`src/rtl/lut_func_eval.sv`:
```
// lut_func_eval: N_FUNC reloadable truth tables over N_IN inputs.
// Evaluates single vectors with one cycle of latency, or sweeps every
// minterm once and reports the ON-set size of each function.
//
// Handshake rules:
//   cfg_valid/cfg_ready: a table load happens on an edge where both are high.
//     cfg_ready is high only while idle, so loads offered mid-sweep are
//     dropped rather than stalled.
//   in_valid has no ready. A vector offered outside IDLE is dropped.
//   out_valid is a one-cycle qualifier for out_idx/out_f with no backpressure.
module lut_func_eval #(
    parameter int N_IN   = 4,
    parameter int N_FUNC = 3,
    parameter logic [N_FUNC*(2**N_IN)-1:0] INIT = 48'hB0A0_CAC2_3232
) (
    input  logic                       clk,
    input  logic                       rst,
    input  logic                       cfg_valid,
    output logic                       cfg_ready,
    input  logic [((N_FUNC > 1) ? $clog2(N_FUNC) : 1)-1:0] cfg_sel,
    input  logic [(2**N_IN)-1:0]       cfg_table,
    input  logic                       in_valid,
    input  logic [N_IN-1:0]            in_vec,
    output logic                       out_valid,
    output logic [N_IN-1:0]            out_idx,
    output logic [N_FUNC-1:0]          out_f,
    input  logic                       sweep_start,
    output logic                       sweep_busy,
    output logic                       sweep_done,
    output logic [N_FUNC*(N_IN+1)-1:0] sweep_cnt,
    output logic [1:0]                 dbg_state
);

    localparam int TW = 2**N_IN;

    typedef enum logic [1:0] {
        ST_IDLE  = 2'd0,
        ST_SWEEP = 2'd1,
        ST_DONE  = 2'd2
    } state_t;

    state_t          state;
    logic [TW-1:0]   tbl [N_FUNC];
    logic [N_IN:0]   cnt [N_FUNC];
    logic [N_IN-1:0] idx;
    logic            sel_ok;

    // Out-of-range selects are ignored so a bad index never corrupts a table.
    assign sel_ok = (int'(cfg_sel) < N_FUNC);

    // Status flags follow the FSM state directly.
    assign cfg_ready  = (state == ST_IDLE);
    assign sweep_busy = (state != ST_IDLE);
    assign dbg_state  = state;

    // Pack per-function ON-set counters into the flat output bus.
    for (genvar k = 0; k < N_FUNC; k++) begin : g_cnt
        assign sweep_cnt[k*(N_IN+1) +: (N_IN+1)] = cnt[k];
    end

    // FSM, table storage, evaluation and sweep counting in one clocked block.
    always_ff @(posedge clk) begin
        if (rst) begin
            state      <= ST_IDLE;
            idx        <= '0;
            out_valid  <= 1'b0;
            out_idx    <= '0;
            out_f      <= '0;
            sweep_done <= 1'b0;
            for (int k = 0; k < N_FUNC; k++) begin
                tbl[k] <= INIT[k*TW +: TW];
                cnt[k] <= '0;
            end
        end else begin
            case (state)
                ST_IDLE: begin
                    sweep_done <= 1'b0;
                    // Evaluation reads the table as it stood before this edge,
                    // so a same-edge load only affects later vectors.
                    if (in_valid) begin
                        out_valid <= 1'b1;
                        out_idx   <= in_vec;
                        for (int k = 0; k < N_FUNC; k++) begin
                            out_f[k] <= tbl[k][in_vec];
                        end
                    end else begin
                        out_valid <= 1'b0;
                    end
                    if (cfg_valid && sel_ok) begin
                        tbl[cfg_sel] <= cfg_table;
                    end
                    // The first minterm is read on the next edge, so a load
                    // accepted together with the start is already visible.
                    if (sweep_start) begin
                        state <= ST_SWEEP;
                        idx   <= '0;
                        for (int k = 0; k < N_FUNC; k++) begin
                            cnt[k] <= '0;
                        end
                    end
                end
                ST_SWEEP: begin
                    out_valid <= 1'b1;
                    out_idx   <= idx;
                    for (int k = 0; k < N_FUNC; k++) begin
                        out_f[k] <= tbl[k][idx];
                        cnt[k]   <= cnt[k] + (N_IN+1)'(tbl[k][idx]);
                    end
                    idx <= idx + 1'b1;
                    if (idx == {N_IN{1'b1}}) begin
                        state <= ST_DONE;
                    end
                end
                ST_DONE: begin
                    out_valid  <= 1'b0;
                    sweep_done <= 1'b1;
                    state      <= ST_IDLE;
                end
                default: begin
                    state <= ST_IDLE;
                end
            endcase
        end
    end

endmodule

```
`config.mk`:
```
export PLATFORM = sky130hd
export DESIGN_NAME = lut_func_eval
export DESIGN_NICKNAME = d
export VERILOG_FILES = /design/src/rtl/lut_func_eval.sv
export SDC_FILE = /design/constraint.sdc
export NUM_CORES = 1
export LEC_CHECK = 0
export CAP_MARGIN = 30
export CORE_MARGIN = 5
export CORE_UTILIZATION = 40
export DETAILED_ROUTE_END_ITERATION = 12
export SLEW_MARGIN = 20
export SYNTH_ARGS = -nofsm -noshare
export SYNTH_HDL_FRONTEND = slang
export SYNTH_SLANG_ARGS = --single-unit
```
`constraint.sdc`:
```
create_clock -name clk -period 3.48 [get_ports clk]
set_input_delay 0.348 -clock clk [delete_from_list [all_inputs] [get_ports clk]]
set_output_delay 0.348 -clock clk [all_outputs]
set_load 0.05 [all_outputs]
```
==> impl_metrics.tcl <==
set metrics [dict create \
    status "finished clean" \
    cts.reportedPaths.clkPinSlew_ns 0.08 \
    synth_enable_flop_cells 63 \
    globalRouteMet2Util 0.2103 \
    drc 0 \
    die-area_sq_um 12400 \
    maxSlewHeadroom 0.4988 \
    vias_in_the_first_global_route 2704 \
    yosys-top-cells-area "sky130_fd_sc_hd__edfxtp_1 46%, sky130_fd_sc_hd__mux4_2 7.7%, sky130_fd_sc_hd__dfxtp_1 7.3%" \
    final.setup.worst_slack_ns 0.7268 \
    finalCriticalPeriod_ns 2.753 \
    syn_nets 352 \
    worstPathCellList "mux4_1 -> o22ai_1 -> nor2_1 -> ha_1 -> ha_1 -> nand3_1 -> xor2_1 -> nor2_1" \
    synth_cell_type_count 40 \
    synthMostInstantiatedCell "sky130_fd_sc_hd__edfxtp_1" \
    grtUsageTotal 0.1413 \
    post_drt_via_cell_ratio 5.164 \
    postcts_setup_bufs 0 \
    postSynth.asyncResetShare 0 \
    power_density_nw_per_um2 481.6 \
    core.rowCount 37 \
    max_cap_violations 0 \
    finalHoldViolCount 0 \
    post_route_cells_drive_above_1_share 0.1213 \
    syn_avg_cell_area_sq_um 13.13 \
    globalRouteOverflowTotal 0 \
    design.portCount 55 \
    gr-usage-met3 0.04130 \
    tightestPinTransition_ns 0.7518 \
    number_of_detailed_routing_iterations_run_before_antenna_repair 4 \
    setup.worst_path.start_class "register" \
    sequential_element_share_of_the_synthesized_area 0.5333 \
    initial_utilization 0.4036 \
    global_route.peak_usage_layer "met2" \
    ys_warn_count 0 \
    use_met1 0.2045 \
    drt_wl_total_microns 8387 \
    period_share 0.7911 \
    finish.net_count 405 \
    grt_pass1_wl_microns 14040 \
    leakage_nw 1.710 \
    yosys_register_bits 78 \
    die_w_microns 111.4 \
    diodes_inserted 0 \
    max-vdd-ir-drop_mv 0.2284 \
    crit_path_top_delay_cell "sky130_fd_sc_hd__dfxtp_1" \
    post_cts_hold_buffer_count 0 \
    setup-tns-final_ns 0 \
    max_h_tree_level 3 \
    post-dp-hpwl_microns 6317 \
    port_buffers 54 \
    yosysTopAreaCellShare 0.4603 \
    timing.hold.worst.class "register to register" \
    timing.final.setup_violations 0 \
    finalWeightedCongestion 0.7595 \
    maximum_number_of_pins_on_one_net_before_global_route_repair 22 \
    ctsResizeCount 0 \
    detail_route.iter0.violations 170 \
    vias 2618 \
    fmaxAchievable_ghz 0.3632 \
    core_region_area_sq_um 10180 \
    cts_max_path_buffers 2 \
    syn-instance-count 313 \
    clk_root_buf "sky130_fd_sc_hd__clkbuf_8" \
    maximum_single_stage_delay_on_the_critical_path_ns 0.80 \
    report.final.slew_viol_count 0 \
    hold_slack_ns 0.4869 \
    endpoint_kind "register" \
    antenna_found_initial 0 \
    clock_skew_ns 0.006756 \
    total_number_of_clock_tree_sinks 78 \
    cts-buffers-inserted 9 \
    cp_data_required_time_ns 3.57 \
    crit_arrival_ns 2.85 \
    wl_per_cell_microns 16.54 \
    synthFlopType "sky130_fd_sc_hd__edfxtp_1" \
    timing_worst_setup_path_type "register to register" \
    syn_area_sq_um 4110 \
    report.power.total_mw 2.397 \
    drt_antenna_net_count 0 \
    clock_latency_on_the_worst_skew_pair_ns 0.35 \
    synth_largest_area_cell "sky130_fd_sc_hd__edfxtp_1" \
    tritoncts "yes" \
    die_height_microns 111.4 \
    area_growth_syn_to_layout_pct 21.07 \
    crit_path_max_fanout 14 \
    final_util 0.4886 \
    pre_cts_slack_ns 0.6989 \
    rsz0062_at_grt "false" \
    ys_top_cells_by_count "63 x sky130_fd_sc_hd__edfxtp_1, 36 x sky130_fd_sc_hd__and2_1, 28 x sky130_fd_sc_hd__nor2_1, 23 x sky130_fd_sc_hd__nand2b_1, 15 x sky130_fd_sc_hd__dfxtp_1" \
]
-- through the flow --
| stage | instance area [sq um] | std cells |
|---|---|---|
| after floorplan | 4110 | 313 |
| after global placement | 4763 | 491 |
| after detailed placement | 4763 | 491 |
| after CTS | 4976 | 507 |
| after global routing | 4976 | 507 |
| final | 4976 | 507 |
-- final timing paths --
| check | endpoint | cells after the start | startpoint | slack, ns |
|---|---|---|---|---|
| min reg2reg | sweep_done | 2 | sweep_done | 0.49 |
| min | sweep_done | 2 | sweep_done | 0.49 |
| max | cnt[0][14] | 8 | idx[0] | 0.73 |
| max reg2reg | cnt[0][14] | 8 | idx[0] | 0.73 |
-- registers in the layout (all words and copies together) (netlist names) --
name        flops
sweep_done      1
out_idx         4
tbl            48
dbg_state       2
out_f           3
cnt            15
idx             4
out_valid       1
-- cells by family after synthesis --
group	Yosys count	share of synthesized area
buffers and inverters	21	0.02770
muxes	36	0.1635
DFF	78	0.5333
and+or+nand+nor	126	0.1686
adders and majority gates	12	0.03653
AOI/OAI and AO/OA	31	0.05114
xor gates and xnor gates	9	0.01918
-- layout by cell type (no fill, tap or decap), types with 5 or more instances in the layout --
cell type                          n
sky130_fd_sc_hd__mux2i_1           9
sky130_fd_sc_hd__mux4_1            8
sky130_fd_sc_hd__clkbuf_8          9
sky130_fd_sc_hd__buf_4             6
sky130_fd_sc_hd__and2_1           36
sky130_fd_sc_hd__ha_1             12
sky130_fd_sc_hd__mux4_2           14
sky130_fd_sc_hd__edfxtp_1         63
sky130_fd_sc_hd__mux2_2            5
sky130_fd_sc_hd__xor2_1            6
sky130_fd_sc_hd__a21oi_1           7
sky130_fd_sc_hd__nand2_1           8
sky130_fd_sc_hd__nor2_1           28
sky130_fd_sc_hd__nand3_1          10
sky130_fd_sc_hd__clkdlybuf4s50_1  54
sky130_fd_sc_hd__nand2b_1         23
sky130_fd_sc_hd__dfxtp_1          15
-- power by group --
part	internal (mW)	switching, mW
sequential	1.08	0.0545
clock	0.403	0.330
combinational	0.212	0.317
-- worst max-delay path: cells and delay by family (launching register included) --
family	cells	cell delay (ns)
compound gates	1	0.24
fa+ha+maj	2	0.41
xor+xnor	1	0.15
simple gates	3	0.23
mux	1	0.65
flops	1	0.80
-- area by class of cell --
cell class              instances  area [sq um]
well taps                     136         170.2
multi-input cells             214          1804
flip-flops and latches         78          2192
clock inverters                 6         85.08
fillers                       910          5209
inverters                       3         11.26
clock buffers                  10         127.6
repair buffers                 60         585.6
-- routing by layer --
| layer | routed length [microns] | vias to the layer above |
|---|---|---|
| met3 | 468 | 11 |
| met2 | 3689 | 82 |
| met4 | 98 | 0 |
| met5 | 0 | - |
| li1 | - | 1268 |
| met1 | 4131 | 1257 |
No activity file was read; power rests on OpenSTA's default activity.
